`src/rtl/radar_pkg.sv`:
```
// ----------------------------------------------------------------------------
// radar_pkg
//   Shared types and sizing helpers for the FMCW chirp sequencer.
//   - seq_state_t : frame/chirp scheduler states
//   - DEFAULT_COUNT_W : default width of chirp counters
//   - dwell_width() : width needed for a dwell counter covering every
//                     cycle-count parameter, plus one bit of headroom
//   - DWELL_W : dwell width for the default parameter set
// ----------------------------------------------------------------------------
package radar_pkg;

   typedef enum logic [2:0] {
      IDLE,
      CONFIG,
      SETTLE,
      UP,
      HOLD,
      DOWN,
      GAP
   } seq_state_t;

   localparam int DEFAULT_COUNT_W        = 16;
   localparam int DEFAULT_SETTLE_CYCLES  = 240;
   localparam int DEFAULT_GAP_CYCLES     = 1200;
   localparam int DEFAULT_TIMEOUT_CYCLES = 65535;
   localparam int DEFAULT_HOLD_CYCLES    = 500;

   function automatic int dwell_width(input int settle, input int gap,
                                      input int timeout, input int hold);
      int m;
      m = settle;
      if (gap > m)     m = gap;
      if (timeout > m) m = timeout;
      if (hold > m)    m = hold;
      return $clog2(m) + 1;
   endfunction

   localparam int DWELL_W = dwell_width(DEFAULT_SETTLE_CYCLES, DEFAULT_GAP_CYCLES,
                                        DEFAULT_TIMEOUT_CYCLES, DEFAULT_HOLD_CYCLES);

endpackage

```
`src/rtl/sync_edge_detect.sv`:
```
// ----------------------------------------------------------------------------
// sync_edge_detect
//   Brings an asynchronous status pin into the clk domain through a 2-flop
//   synchroniser and emits a registered 1-cycle pulse on each rising edge.
//   Input-to-pulse latency is 3 clk edges.
// Ports
//   clk        in  clock
//   rst_n      in  async active-low reset
//   async_in   in  asynchronous level input
//   edge_pulse out registered rising-edge pulse
// ----------------------------------------------------------------------------
module sync_edge_detect (
   input  logic clk,
   input  logic rst_n,
   input  logic async_in,
   output logic edge_pulse
);

   logic sync1_q;
   logic sync2_q;
   logic prev_q;
   logic pulse_q;
   logic pulse_d;

   always_comb begin
      pulse_d = sync2_q & ~prev_q;
   end

   // NOTE: flops use non-blocking assignments so every stage samples the
   // pre-edge value of its predecessor; blocking here would collapse the chain.
   always_ff @(posedge clk or negedge rst_n) begin
      if (!rst_n) begin
         sync1_q <= 1'b0;
         sync2_q <= 1'b0;
         prev_q  <= 1'b0;
         pulse_q <= 1'b0;
      end else begin
         sync1_q <= async_in;
         sync2_q <= sync1_q;
         prev_q  <= sync2_q;
         pulse_q <= pulse_d;
      end
   end

   assign edge_pulse = pulse_q;

endmodule

```
`src/rtl/radar_chirp_sequencer.sv`:
```
// ----------------------------------------------------------------------------
// radar_chirp_sequencer
//   Frame-level scheduler for the FMCW front end. Each frame requests a synth
//   register load, then runs NumChirps chirps (settle, up-ramp, optional
//   top-of-ramp hold, down-ramp, gap). Ramp transitions are keyed on a
//   synchronised rising edge of Synth_DR_Over.
// Build option
//   CHIRP_HOLD_EN : adds a HOLD_CYCLES dwell at the top of each ramp with
//                   Synth_DR_Hold asserted; otherwise Synth_DR_Hold is 0.
// Ports
//   Clk, nReset       clock, async active-low reset
//   Start, Abort      1-cycle frame start / abort requests
//   NumChirps         chirps per frame, latched on accepted Start
//   Cfg_Req/Cfg_Done  synth SPI load handshake
//   Synth_DR_Control  1 = ramp up, 0 = ramp down
//   Synth_DR_Hold     ramp hold
//   Synth_DR_Over     asynchronous ramp-complete flag
//   TxEnable, Acquire PA enable, ADC capture window
//   ChirpIndex        current chirp (0-based), held in IDLE
//   Busy, FrameDone   activity flag, normal-completion pulse
//   Timeout           sticky ramp-timeout error
// All outputs are registered.
// ----------------------------------------------------------------------------
module radar_chirp_sequencer
   import radar_pkg::*;
#(
   parameter int SETTLE_CYCLES  = DEFAULT_SETTLE_CYCLES,
   parameter int GAP_CYCLES     = DEFAULT_GAP_CYCLES,
   parameter int TIMEOUT_CYCLES = DEFAULT_TIMEOUT_CYCLES,
   parameter int HOLD_CYCLES    = DEFAULT_HOLD_CYCLES,
   parameter int COUNT_W        = DEFAULT_COUNT_W
) (
   input  logic               Clk,
   input  logic               nReset,
   input  logic               Start,
   input  logic               Abort,
   input  logic [COUNT_W-1:0] NumChirps,
   output logic               Cfg_Req,
   input  logic               Cfg_Done,
   output logic               Synth_DR_Control,
   output logic               Synth_DR_Hold,
   input  logic               Synth_DR_Over,
   output logic               TxEnable,
   output logic               Acquire,
   output logic [COUNT_W-1:0] ChirpIndex,
   output logic               Busy,
   output logic               FrameDone,
   output logic               Timeout
);

   localparam int DWELL_BITS = dwell_width(SETTLE_CYCLES, GAP_CYCLES,
                                           TIMEOUT_CYCLES, HOLD_CYCLES);

   // Terminal dwell values: a state lasting N cycles exits when dwell == N-1.
   localparam logic [DWELL_BITS-1:0] SETTLE_LAST  = DWELL_BITS'(SETTLE_CYCLES - 1);
   localparam logic [DWELL_BITS-1:0] GAP_LAST     = DWELL_BITS'(GAP_CYCLES - 1);
   localparam logic [DWELL_BITS-1:0] TIMEOUT_LAST = DWELL_BITS'(TIMEOUT_CYCLES - 1);
`ifdef CHIRP_HOLD_EN
   localparam logic [DWELL_BITS-1:0] HOLD_LAST    = DWELL_BITS'(HOLD_CYCLES - 1);
`endif

   seq_state_t              state_q,      state_d;
   logic [DWELL_BITS-1:0]   dwell_q,      dwell_d;
   logic [COUNT_W-1:0]      num_chirps_q, num_chirps_d;
   logic [COUNT_W-1:0]      chirp_idx_q,  chirp_idx_d;
   logic                    timeout_q,    timeout_d;
   logic                    frame_done_q, frame_done_d;
   logic                    cfg_req_q,    cfg_req_d;
   logic                    dr_control_q, dr_control_d;
   logic                    tx_enable_q,  tx_enable_d;
   logic                    acquire_q,    acquire_d;
   logic                    busy_q,       busy_d;
`ifdef CHIRP_HOLD_EN
   logic                    dr_hold_q,    dr_hold_d;
`endif

   logic over_edge;
   logic last_chirp;

   sync_edge_detect u_over_sync (
      .clk        (Clk),
      .rst_n      (nReset),
      .async_in   (Synth_DR_Over),
      .edge_pulse (over_edge)
   );

   // ---------------------------------------------------------------------
   // Next-state, counters and output decode
   // ---------------------------------------------------------------------
   always_comb begin
      // NOTE: every variable gets a default before any branch, so no path
      // through this block leaves a value unassigned and no latch is inferred.
      state_d      = state_q;
      dwell_d      = dwell_q + DWELL_BITS'(1);
      num_chirps_d = num_chirps_q;
      chirp_idx_d  = chirp_idx_q;
      timeout_d    = timeout_q;
      frame_done_d = 1'b0;
      last_chirp   = (chirp_idx_q == num_chirps_q - COUNT_W'(1));

      // Abort wins over everything, including Start and a coincident OverEdge.
      if (Abort) begin
         state_d = IDLE;
      end else begin
         case (state_q)
            IDLE: begin
               if (Start && (NumChirps != '0)) begin
                  state_d      = CONFIG;
                  num_chirps_d = NumChirps;
                  chirp_idx_d  = '0;
                  timeout_d    = 1'b0;
               end
            end
            CONFIG: begin
               if (Cfg_Done) state_d = SETTLE;
            end
            SETTLE: begin
               if (dwell_q == SETTLE_LAST) state_d = UP;
            end
            UP: begin
               if (over_edge) begin
`ifdef CHIRP_HOLD_EN
                  state_d = HOLD;
`else
                  state_d = DOWN;
`endif
               end else if (dwell_q == TIMEOUT_LAST) begin
                  state_d   = IDLE;
                  timeout_d = 1'b1;
               end
            end
`ifdef CHIRP_HOLD_EN
            HOLD: begin
               if (dwell_q == HOLD_LAST) state_d = DOWN;
            end
`endif
            DOWN: begin
               if (over_edge) begin
                  state_d = GAP;
               end else if (dwell_q == TIMEOUT_LAST) begin
                  state_d   = IDLE;
                  timeout_d = 1'b1;
               end
            end
            GAP: begin
               if (dwell_q == GAP_LAST) begin
                  if (last_chirp) begin
                     state_d      = IDLE;
                     frame_done_d = 1'b1;
                  end else begin
                     state_d     = SETTLE;
                     chirp_idx_d = chirp_idx_q + COUNT_W'(1);
                  end
               end
            end
            default: state_d = IDLE;
         endcase
      end

      // Dwell restarts on every state entry and idles at zero.
      if ((state_d != state_q) || (state_q == IDLE)) dwell_d = '0;

      // NOTE: strobes are decoded from the next state and registered, so each
      // output flop lines up with the state register instead of lagging it.
      cfg_req_d    = 1'b0;
      dr_control_d = 1'b0;
      tx_enable_d  = 1'b0;
      acquire_d    = 1'b0;
      busy_d       = (state_d != IDLE);
`ifdef CHIRP_HOLD_EN
      dr_hold_d    = 1'b0;
`endif
      case (state_d)
         CONFIG: cfg_req_d = 1'b1;
         SETTLE: tx_enable_d = 1'b1;
         UP: begin
            dr_control_d = 1'b1;
            tx_enable_d  = 1'b1;
            acquire_d    = 1'b1;
         end
`ifdef CHIRP_HOLD_EN
         HOLD: begin
            dr_hold_d    = 1'b1;
            dr_control_d = 1'b1;
            tx_enable_d  = 1'b1;
         end
`endif
         default: ;
      endcase
   end

   // ---------------------------------------------------------------------
   // State and output registers
   // ---------------------------------------------------------------------
   always_ff @(posedge Clk or negedge nReset) begin
      if (!nReset) begin
         state_q      <= IDLE;
         dwell_q      <= '0;
         num_chirps_q <= '0;
         chirp_idx_q  <= '0;
         timeout_q    <= 1'b0;
         frame_done_q <= 1'b0;
         cfg_req_q    <= 1'b0;
         dr_control_q <= 1'b0;
         tx_enable_q  <= 1'b0;
         acquire_q    <= 1'b0;
         busy_q       <= 1'b0;
`ifdef CHIRP_HOLD_EN
         dr_hold_q    <= 1'b0;
`endif
      end else begin
         state_q      <= state_d;
         dwell_q      <= dwell_d;
         num_chirps_q <= num_chirps_d;
         chirp_idx_q  <= chirp_idx_d;
         timeout_q    <= timeout_d;
         frame_done_q <= frame_done_d;
         cfg_req_q    <= cfg_req_d;
         dr_control_q <= dr_control_d;
         tx_enable_q  <= tx_enable_d;
         acquire_q    <= acquire_d;
         busy_q       <= busy_d;
`ifdef CHIRP_HOLD_EN
         dr_hold_q    <= dr_hold_d;
`endif
      end
   end

   assign Cfg_Req          = cfg_req_q;
   assign Synth_DR_Control = dr_control_q;
   assign TxEnable         = tx_enable_q;
   assign Acquire          = acquire_q;
   assign ChirpIndex       = chirp_idx_q;
   assign Busy             = busy_q;
   assign FrameDone        = frame_done_q;
   assign Timeout          = timeout_q;
`ifdef CHIRP_HOLD_EN
   assign Synth_DR_Hold    = dr_hold_q;
`else
   assign Synth_DR_Hold    = 1'b0;
`endif

endmodule
```
`config.mk`:
```
export PLATFORM = sky130hd
export DESIGN_NAME = radar_chirp_sequencer
export DESIGN_NICKNAME = d
export VERILOG_FILES = /design/src/rtl/radar_pkg.sv /design/src/rtl/sync_edge_detect.sv /design/src/rtl/radar_chirp_sequencer.sv
export SDC_FILE = /design/constraint.sdc
export NUM_CORES = 1
export LEC_CHECK = 0
export CORE_MARGIN = 8
export CORE_UTILIZATION = 35
export DETAILED_ROUTE_END_ITERATION = 10
export SLEW_MARGIN = 20
export SYNTH_ARGS = -nofsm -noshare
export SYNTH_HDL_FRONTEND = slang
export SYNTH_SLANG_ARGS = --single-unit
```
`constraint.sdc`:
```
create_clock -name Clk -period 7.21 [get_ports Clk]
set_input_delay 1.0815 -clock Clk [delete_from_list [all_inputs] [get_ports Clk]]
set_output_delay 1.0815 -clock Clk [all_outputs]
set_load 0.01 [all_outputs]
```
# After elaboration in Yosys (flattened, before gate mapping)
# Index checks and enable logic that the tools add are counted.
# classes
addsub,3
eq_ne,18
mux,26
bitwise,3
reduce_logical,12
# ops
op,n
16-bit 2-to-1 mux,3
16-bit case mux with 2 select lines,1
3-bit 2-to-1 mux,8
3-bit case mux with 6 select lines,1
17-bit by 1-bit adder with 17-bit output (second input constant),1
17-bit by 11-bit == test with 1-bit output (second input constant),1
17-bit by 16-bit == test with 1-bit output (second input constant),1
17-bit by 8-bit == test with 1-bit output (second input constant),1
17-bit 2-to-1 mux,1
16-bit by 1-bit adder with 16-bit output (second input constant),1
16-bit == test,1
16-bit nonzero test,1
16-bit by 1-bit subtractor with 16-bit output (second input constant),1
3-bit by 2-bit == test with 1-bit output (second input constant),4
1-bit 2-to-1 mux,10
5-bit AND reduction,2
2-bit != test (second input constant),4
3-bit by 1-bit == test with 1-bit output (second input constant),2
3-bit == test (second input constant),2
2-bit nonzero test,2
2-bit OR reduction,2
3-bit zero test,1
3-bit != test,1
3-bit AND reduction,1
8 further kinds,9
# word_totals
reg_bits,62
in_bits,22
output_inout_bits,24
wordCells,76

# Logic depth before layout (Yosys ltp)
# Gate-level depths: netlist (run 1).
# depth
ltp_word,9
depth_mapped,12
depth_no_buf,10

# Hierarchy
# From an unflattened synthesis (run 1), not the netlist that was laid out.
# hier_totals
cells_unflattened,369
hier_area_um2,3659.8
# by_module_without_submodules
mod,n_inst,cells_each,area_each_um2,seq_area_each_um2
radar_chirp_sequencer,1,364,3545.9,1451.4
sync_edge_detect,1,5,113.9,100.1

# Worst setup path before layout (run 1)
# No wires, ideal clock.
# synth_path
path_kind,register to register
startpoint,register num_chirps_q[0]
endpoint,register chirp_idx_q[13] (netlist: ChirpIndex[13])
setup_time_ps,78
arrival_time_ps,2873
required_time_ps,7132
slack_ps,4259
stages_incl_launch_ff,12
n_path_buf,1
synth_period_minus_slack_ps,2951
cell_sequence,dfrtp_1 -> inv_1 -> ha_1 -> or3b_2 -> o311ai_1 -> o211ai_1 -> o31a_1 -> a41o_1 -> and2_1 -> buf_4 -> or4_1 -> a21oi_1
# synth_between
elab_chain_len,4
# synth_lines
item,line_no,rtl
start: declaration,radar_chirp_sequencer.sv:64,"logic [COUNT_W-1:0] num_chirps_q, num_chirps_d;"
start signal: assignment,radar_chirp_sequencer.sv:214,num_chirps_q <= num_chirps_d;
16-bit by 1-bit subtractor with 16-bit output,radar_chirp_sequencer.sv:99,last_chirp = (chirp_idx_q == num_chirps_q - COUNT_W'(1));
16-bit == test,radar_chirp_sequencer.sv:99,
2-bit != test (no source line),n/a,
5-bit AND reduction (no source line),n/a,
end signal: assignment,radar_chirp_sequencer.sv:215,chirp_idx_q <= chirp_idx_d;
end: declaration,radar_chirp_sequencer.sv:65,"logic [COUNT_W-1:0] chirp_idx_q, chirp_idx_d;"
# Every way passes these cells.
# A chain may end at the register's enable or synchronous reset.

# Final worst setup path (run 1)
# layout_path
startpoint,register num_chirps_q[0]
endpoint,register dwell_q[3]
# layout_between
elab_chain_len,9
# layout_lines
item,line_no,rtl
16-bit by 1-bit subtractor with 16-bit output,radar_chirp_sequencer.sv:99,
16-bit == test,radar_chirp_sequencer.sv:99,
2-bit 2-to-1 mux,radar_chirp_sequencer.sv:147,if (last_chirp) begin
3-bit 2-to-1 mux,radar_chirp_sequencer.sv:146,if (dwell_q == GAP_LAST) begin
3-bit case mux with 6 select lines,radar_chirp_sequencer.sv:105,case (state_q)
3-bit 2-to-1 mux,radar_chirp_sequencer.sv:102,if (Abort) begin
3-bit != test,radar_chirp_sequencer.sv:161,if ((state_d != state_q) || (state_q == IDLE)) dwell_d = '0;
1-bit logical OR,radar_chirp_sequencer.sv:161,
17-bit 2-to-1 mux,radar_chirp_sequencer.sv:161,
via dwell_d[3],radar_chirp_sequencer.sv:63,"logic [DWELL_BITS-1:0] dwell_q, dwell_d;"
end signal: assignment,radar_chirp_sequencer.sv:213,dwell_q <= dwell_d;
end: declaration,radar_chirp_sequencer.sv:63,
# The timed path passes the listed nets, and every way through them passes these cells.

==> metrics.txt, run 1 <==
CTS resizes 0; Final Hold Viols 0; top_reg_cell synth dfrtp_1; Root Buffer clkbuf_8; clock-pin transition on the worst setup and hold timing paths around 0.070 ns; Synth top cells by count nand2_1 (64), dfrtp_1 (62), nor3_1 (28); Max FO, Critical Path 17; arrival time worst endpoint 3.54 ns; drt first-iter violations 147; largest area contributor in the netlist dfrtp_1; Setup CP Type reg -> reg; Slew HR around 48%; Syn. warnings 0; share of layout cells above drive strength 1 about 7.8%; RSZ-0062 raised after global routing false; global-route wire length before repair about 16 mm; Synth Instances approximately 410; Layout Area Growth over Synthesis 20.2%; number of global-route vias before repair ~3.1k; Nets 470; Pwr Density around 210 nW/µm²; Final Wtd Congestion 0.872; Post-synth EDFFs 0; r2r setup slk about 3.9 ns; Multi-input gate area 1950 µm²; Die Wd around 120 µm; Post-synth ARST share 100%; Via-to-Cell Ratio 5.49; Seq/Total Area, Yosys approximately 42%; crit end category flop; hold_buf cts 0; number of clock sinks 62; Setup Viol. Count Final 0; Synth Register Bits 62; Syn Area/Cell about 9 µm²; Clk Latency, worst-skew pair 0.35 ns; Hold Path Sink u_over_sync.sync2_q; Worst Skew 0.00961 ns; Distinct cells, synth 62; Core Util, Final 42.9%; Ports 46; htree depth 3; leakage approximately 1.8 nW; critical path launch point type flop; starting density of the core a little over a third; Mapped Area around 3700 µm²; DR vias 3209; R2R cell count 10; drt drc 0; final worst-path cycle share 46.3%; Max Cap Violations 0; wire length per cell roughly 16 µm; largest net degree at the start of global routing 63; status completed; CP required between 7 and 8 ns; DRT Pass-1 Iters 4; Routed WL ~9.2 mm; ranking of synthesized cells by area dfrtp_1 (42%), nand2_1 (6.6%), xnor2_1 (5.8%); initial antenna violation count 0; FF+latch area around 1600 µm²; CTS tree yes; worst-margin pin slew a little under 0.8 ns; Routed Antenna Nets 0; Die Area approximately 14000 µm²; total CTS buffers 9; Pwr Total ~0.00093 W; core area 10200 µm²; setup repair bufs after CTS 0; min-delay src u_over_sync.sync1_q; Synthesized Nets around 430; reg2reg end dwell_q[3]; FP Rows 37; most numerous cell in the Yosys netlist nand2_1; clk buf depth 2; setup TNS 0 ns; fin. max-slew vios 0; area share of the largest cell type after synthesis around 42%; ant diodes 0; Reg2Reg Launch Point num_chirps_q[0]; filler instances around 1000; die height about 120 µm; minimum clock period approximately 3.3 ns; port buffer count 44; GRT overflow 0; peak supply drop between 100 and 150 µV; Achievable Freq ~300 MHz; Worst Hold Class reg -> reg; detailed-placement wirelength estimate 6.75 mm; Tot GR Track Use 13.5%; hold path depth 0
-- metal layers --
layer	routed length (µm)	global-route usage (%)
met4	121	4.40
met2	4640	22.8
met3	434	3.86
met1	4040	16.4
met5	0	0
-- registers in the layout (all words and copies together), names as in the netlist --
name / cells
u_over_sync.edge_pulse: 1
u_over_sync.sync1_q: 1
u_over_sync.prev_q: 1
state_q: 3
Timeout: 1
Cfg_Req: 1
ChirpIndex: 16
FrameDone: 1
Busy: 1
num_chirps_q: 16
TxEnable: 1
Acquire: 1
u_over_sync.sync2_q: 1
dwell_q: 17
-- cells by family (layout without fill, tap and decap cells) --
logic type	count (synthesis)	in the layout	share of synthesized area (%)
AO/OA/AOI/OAI	60	60	11.9
other	1	1	0.103
XOR/XNOR	41	41	9.83
multiplexers	1	1	0.274
adder cells (fa/ha/maj)	4	4	1.37
buffers and inverters	33	74	4.21
AND/OR/NAND/NOR	206	206	29.8
flip-flops	62	62	42.5
-- through the flow --
stage	cell area [µm²]	hold WS, ns	std cells	setup WS, ns
finish	4390	0.347	585	3.87
global route	4390	0.368	585	3.64
CTS	4390	0.351	585	3.88
detailed placement	4170	0.336	569	3.52
global placement	4170	0.339	569	3.52
floorplan	3650	0.331	408	4.26
-- final cells by class --
| class | count | share of cell area [%] |
|---|---|---|
| well taps | 136 | 3.87 |
| inverters | 11 | 0.940 |
| flip-flops and latches | 62 | 35.3 |
| clock buffers | 13 | 4.07 |
| clock inverters | 3 | 0.912 |
| repair buffers | 47 | 10.4 |
| multi-input cells | 313 | 44.4 |
-- report_power, final --
part | leakage, nW | switching (W) | total, W | internal [W]
registers | 0.829 | 0.0000445 | 0.000417 | 0.000373
logic | 0.887 | 0.000102 | 0.000186 | 0.0000843
clock network | 0.115 | 0.000131 | 0.000327 | 0.000196
-- worst max-delay path, cell delays in order (launching register included) --
cell and delay (ns):
dfrtp_1 0.45, inv_1 0.10, ha_1 0.29, nor3b_1 0.46, nand2_1 0.12, xnor2_1 0.16, or4_1 0.58, and4bb_1 0.34
o21ai_2 0.12, a21boi_4 0.45, nor3_1 0.12
-- worst max-delay path by stage --
stage / endpoint / slack, ns / start / depth (start not counted)
after detailed placement: ChirpIndex[7] / 3.52 / NumChirps[10] / 8
after global placement: ChirpIndex[5] / 3.52 / NumChirps[10] / 8
after CTS: dwell_q[3] / 3.88 / num_chirps_q[0] / 10
after floorplan: ChirpIndex[13] / 4.26 / num_chirps_q[0] / 11
final: dwell_q[3] / 3.87 / num_chirps_q[0] / 10
after global routing: ChirpIndex[5] / 3.64 / NumChirps[10] / 8
-- cells in the final DEF, fill, tap and decap left out, types with 3 or more instances in the layout --
| cell | instances |
|---|---|
| nor4_1 | 7 |
| xor2_1 | 17 |
| nand2b_1 | 7 |
| or4_1 | 7 |
| a21oi_1 | 15 |
| and3_1 | 12 |
| and2_1 | 4 |
| nor2_1 | 21 |
| o31ai_1 | 6 |
| ha_1 | 4 |
| clkdlybuf4s50_1 | 43 |
| dfrtp_1 | 62 |
| nor3_1 | 28 |
| inv_1 | 11 |
| nand2_1 | 64 |
| and4_1 | 3 |
| a31oi_1 | 3 |
| buf_4 | 3 |
| xnor2_1 | 24 |
| clkbuf_8 | 13 |
| nand4_1 | 14 |
| nand3_1 | 16 |
| or3_1 | 6 |
| o21ai_0 | 8 |
Note: power is estimated with default switching activity, not from simulation.
==> run 2, diff against run 1 <==
==> constraint.sdc (replaced) <==
create_clock -name Clk -period 2.75 [get_ports Clk]
set_input_delay 0.4125 -clock Clk [delete_from_list [all_inputs] [get_ports Clk]]
set_output_delay 0.4125 -clock Clk [all_outputs]
set_load 0.01 [all_outputs]
==> metrics.txt, run 2 (synthesized netlist as in run 1, its figures left out) <==
status complete, but fails checks; violated checks negative setup slack; Max Cap Violations 0 (unchanged); Global Route met2 Usage 26.0% (+3.2 points); combinational power share 29.7% (+9.7 points); final worst-path cycle share 102% (+56 points); wire length per cell 15.6 µm (-1.0%); Tot GR Track Use 14.7% (+1.2 points); drt drc 0 (unchanged); worst-margin pin slew 0.608 ns (-0.177 ns); DRT Pass-1 Iters 5 (+1); Multi-input gate area 2120 µm² (+8.8%); drt first-iter violations 125 (-15%); max reg flops 17 (unchanged); arrival time worst endpoint 3.05 ns (-0.49 ns); crit-path cells buf_4 -> nor4_4 -> nand4_1 -> xnor2_1 -> or4_4 -> and4bb_2 -> o21ai_4 -> and2_4 -> or3_1; Die Wd 118 µm (unchanged); clock-pin transition on the worst setup and hold timing paths 0.07 ns (about the same); gr busiest metal met2; CTS tree yes; Nets 535 (+14%); sequential power share 39.9% (-4.9 points); filler instances 964 (-3.4%); Final WS setup -0.0678 ns (-3.94 ns); Switching Share 32.0% (+2.2 points); max incr delay on CP 0.53 ns (-0.05 ns); fin. max-slew vios 0 (unchanged); Setup CP Type reg -> reg; Ports 46 (unchanged); clk buf depth 2 (unchanged); peak supply drop 386 µV (+210%); Layout Area Growth over Synthesis 39.2%; clock share of power 30.4% (-4.7 points); net switching power 0.000844 W (+200%); most common cell after layout, fill and taps aside nand2_1; number of global-route vias before repair 3482 (+12%); port buffer count 44 (unchanged); FP Rows 37 (unchanged); starting density of the core 35.7% (unchanged); Slew HR 59.5% (+12 points); Final Hold Viols 0 (unchanged); Largest Register dwell_q; met1 Use GR 17.2% (+0.84 points); Worst Skew 0.00722 ns (-0.00239 ns); number of clock sinks 62 (unchanged); htree depth 3 (unchanged); slowest CP cell or4_4; CP required 2.98 ns (-4.43 ns); GRT met3 Usage 3.62% (-0.24 points); Routed Antenna Nets 0 (unchanged); Achievable Freq 355 MHz (+19%); total CTS buffers 9 (unchanged); Worst Hold Class in -> async; Core Util, Final 49.7% (+6.8 points); Pwr Density 519 nW/µm² (+140%); leakage 2.18 nW (+19%); largest net degree at the start of global routing 32 (-49%); GRT overflow 0 (unchanged); setup TNS -0.451 ns (-0.451 ns); detailed-placement wirelength estimate 7.54 mm (+12%); crit end category flop; die height 118 µm (unchanged); RSZ-0062 raised after global routing true; core area 10200 µm² (unchanged); hold_buf cts 0 (unchanged); Int Power 0.00179 W (+170%); DR vias 3357 (+4.6%); Die Area 14000 µm² (unchanged); Final Wtd Congestion 0.858 (-1.6%); share of layout cells above drive strength 1 24.5% (+17 points); initial antenna violation count 0 (unchanged); minimum clock period 2.82 ns (-0.522 ns); Clk Latency, worst-skew pair 0.35 ns (about the same); Max FO, Critical Path 4 (-13); global-route wire length before repair 16.9 mm (+8.9%); ant diodes 0 (unchanged); critical path launch point type flop; FF+latch area 1550 µm² (about the same); most frequent cells in the layout nand2_1 (64), dfrtp_1 (61), buf_4 (61), clkdlybuf4s50_1 (43), xnor2_1 (24); Via-to-Cell Ratio 5.16 (-5.8%); Setup Viol. Count Final 14 (+14); Routed WL 10.2 mm (+10%); Root Buffer clkbuf_8; Hold WS 0.0652 ns (-0.282 ns)
[run 2: changes by cell type in the layout (fill, tap and decap cells not counted), sizes merged]
cell / change
and2: +1
clkbuf: -2
buf: +63
clkinvlp: +3
[run 2: final cells by class]
| class | count | area share (%) |
|---|---|---|
| multi-input combinational | 314 | 41.8 |
| sequential | 62 | 30.5 |
| timing repair buffer | 111 | 19.8 |
| tap | 136 | 3.34 |
| clock buffer | 10 | 2.51 |
| clock inverter | 6 | 1.23 |
| inverter | 11 | 0.811 |
[run 2: layer usage]
metal	part of all wire, %	wire, µm
met5	0	0
met2	51	5160
met1	44	4470
met4	1.8	181
met3	3.5	353
[run 2: timing repair]
| action | CTS | global route |
|---|---|---|
| resized for setup | 11 | 19 |
| setup endpoints to repair | 28 | 34 |
| buffers inserted | 4 | 3 |
| pin swaps | 10 | 13 |
| gates cloned | 0 | 2 |
[run 2: power groups by stage]
stage	clock network, W	logic (W)	registers [W]
after floorplan	0	0.000411	0.00106
after global placement	0	0.000689	0.00107
after detailed placement	0	0.000696	0.00107
after CTS	0.000820	0.000730	0.00105
after global routing	0.000852	0.000861	0.00106
final	0.000802	0.000784	0.00105
[run 2: worst max-delay path: cells and delay by family (launching register included)]
family,cells,cell delay (ns)
xor gates and xnor gates,1,0.17
buffers and inverters,1,0.16
and+or+nand+nor,6,1.87
AOI/OAI and AO/OA,1,0.09
DFF,1,0.41
[run 2: final timing paths]
| check | cells after the start | slack [ns] | startpoint | to |
|---|---|---|---|---|
| max | 9 | -0.07 | num_chirps_q[1] | Busy |
| min in group Clk | 0 | 0.35 | u_over_sync.sync1_q | u_over_sync.sync2_q |
| max in group asynchronous | 2 | 2.00 | nReset | dwell_q[7] |
| max reg2reg | 9 | -0.07 | num_chirps_q[1] | Busy |
| min reg2reg | 0 | 0.35 | u_over_sync.sync1_q | u_over_sync.sync2_q |
| min | 1 | 0.07 | nReset | num_chirps_q[10] |
[run 2: metrics by stage]
stage	instance area (µm²)	worst slack [ns]	power, W	instances
after floorplan	3690	-0.0200	0.00147	408
after global placement	4680	-0.100	0.00176	626
after detailed placement	4680	-0.131	0.00177	626
after CTS	4930	-0.0665	0.00260	645
after global routing	5090	-0.182	0.00278	650
final	5090	-0.0678	0.00264	650
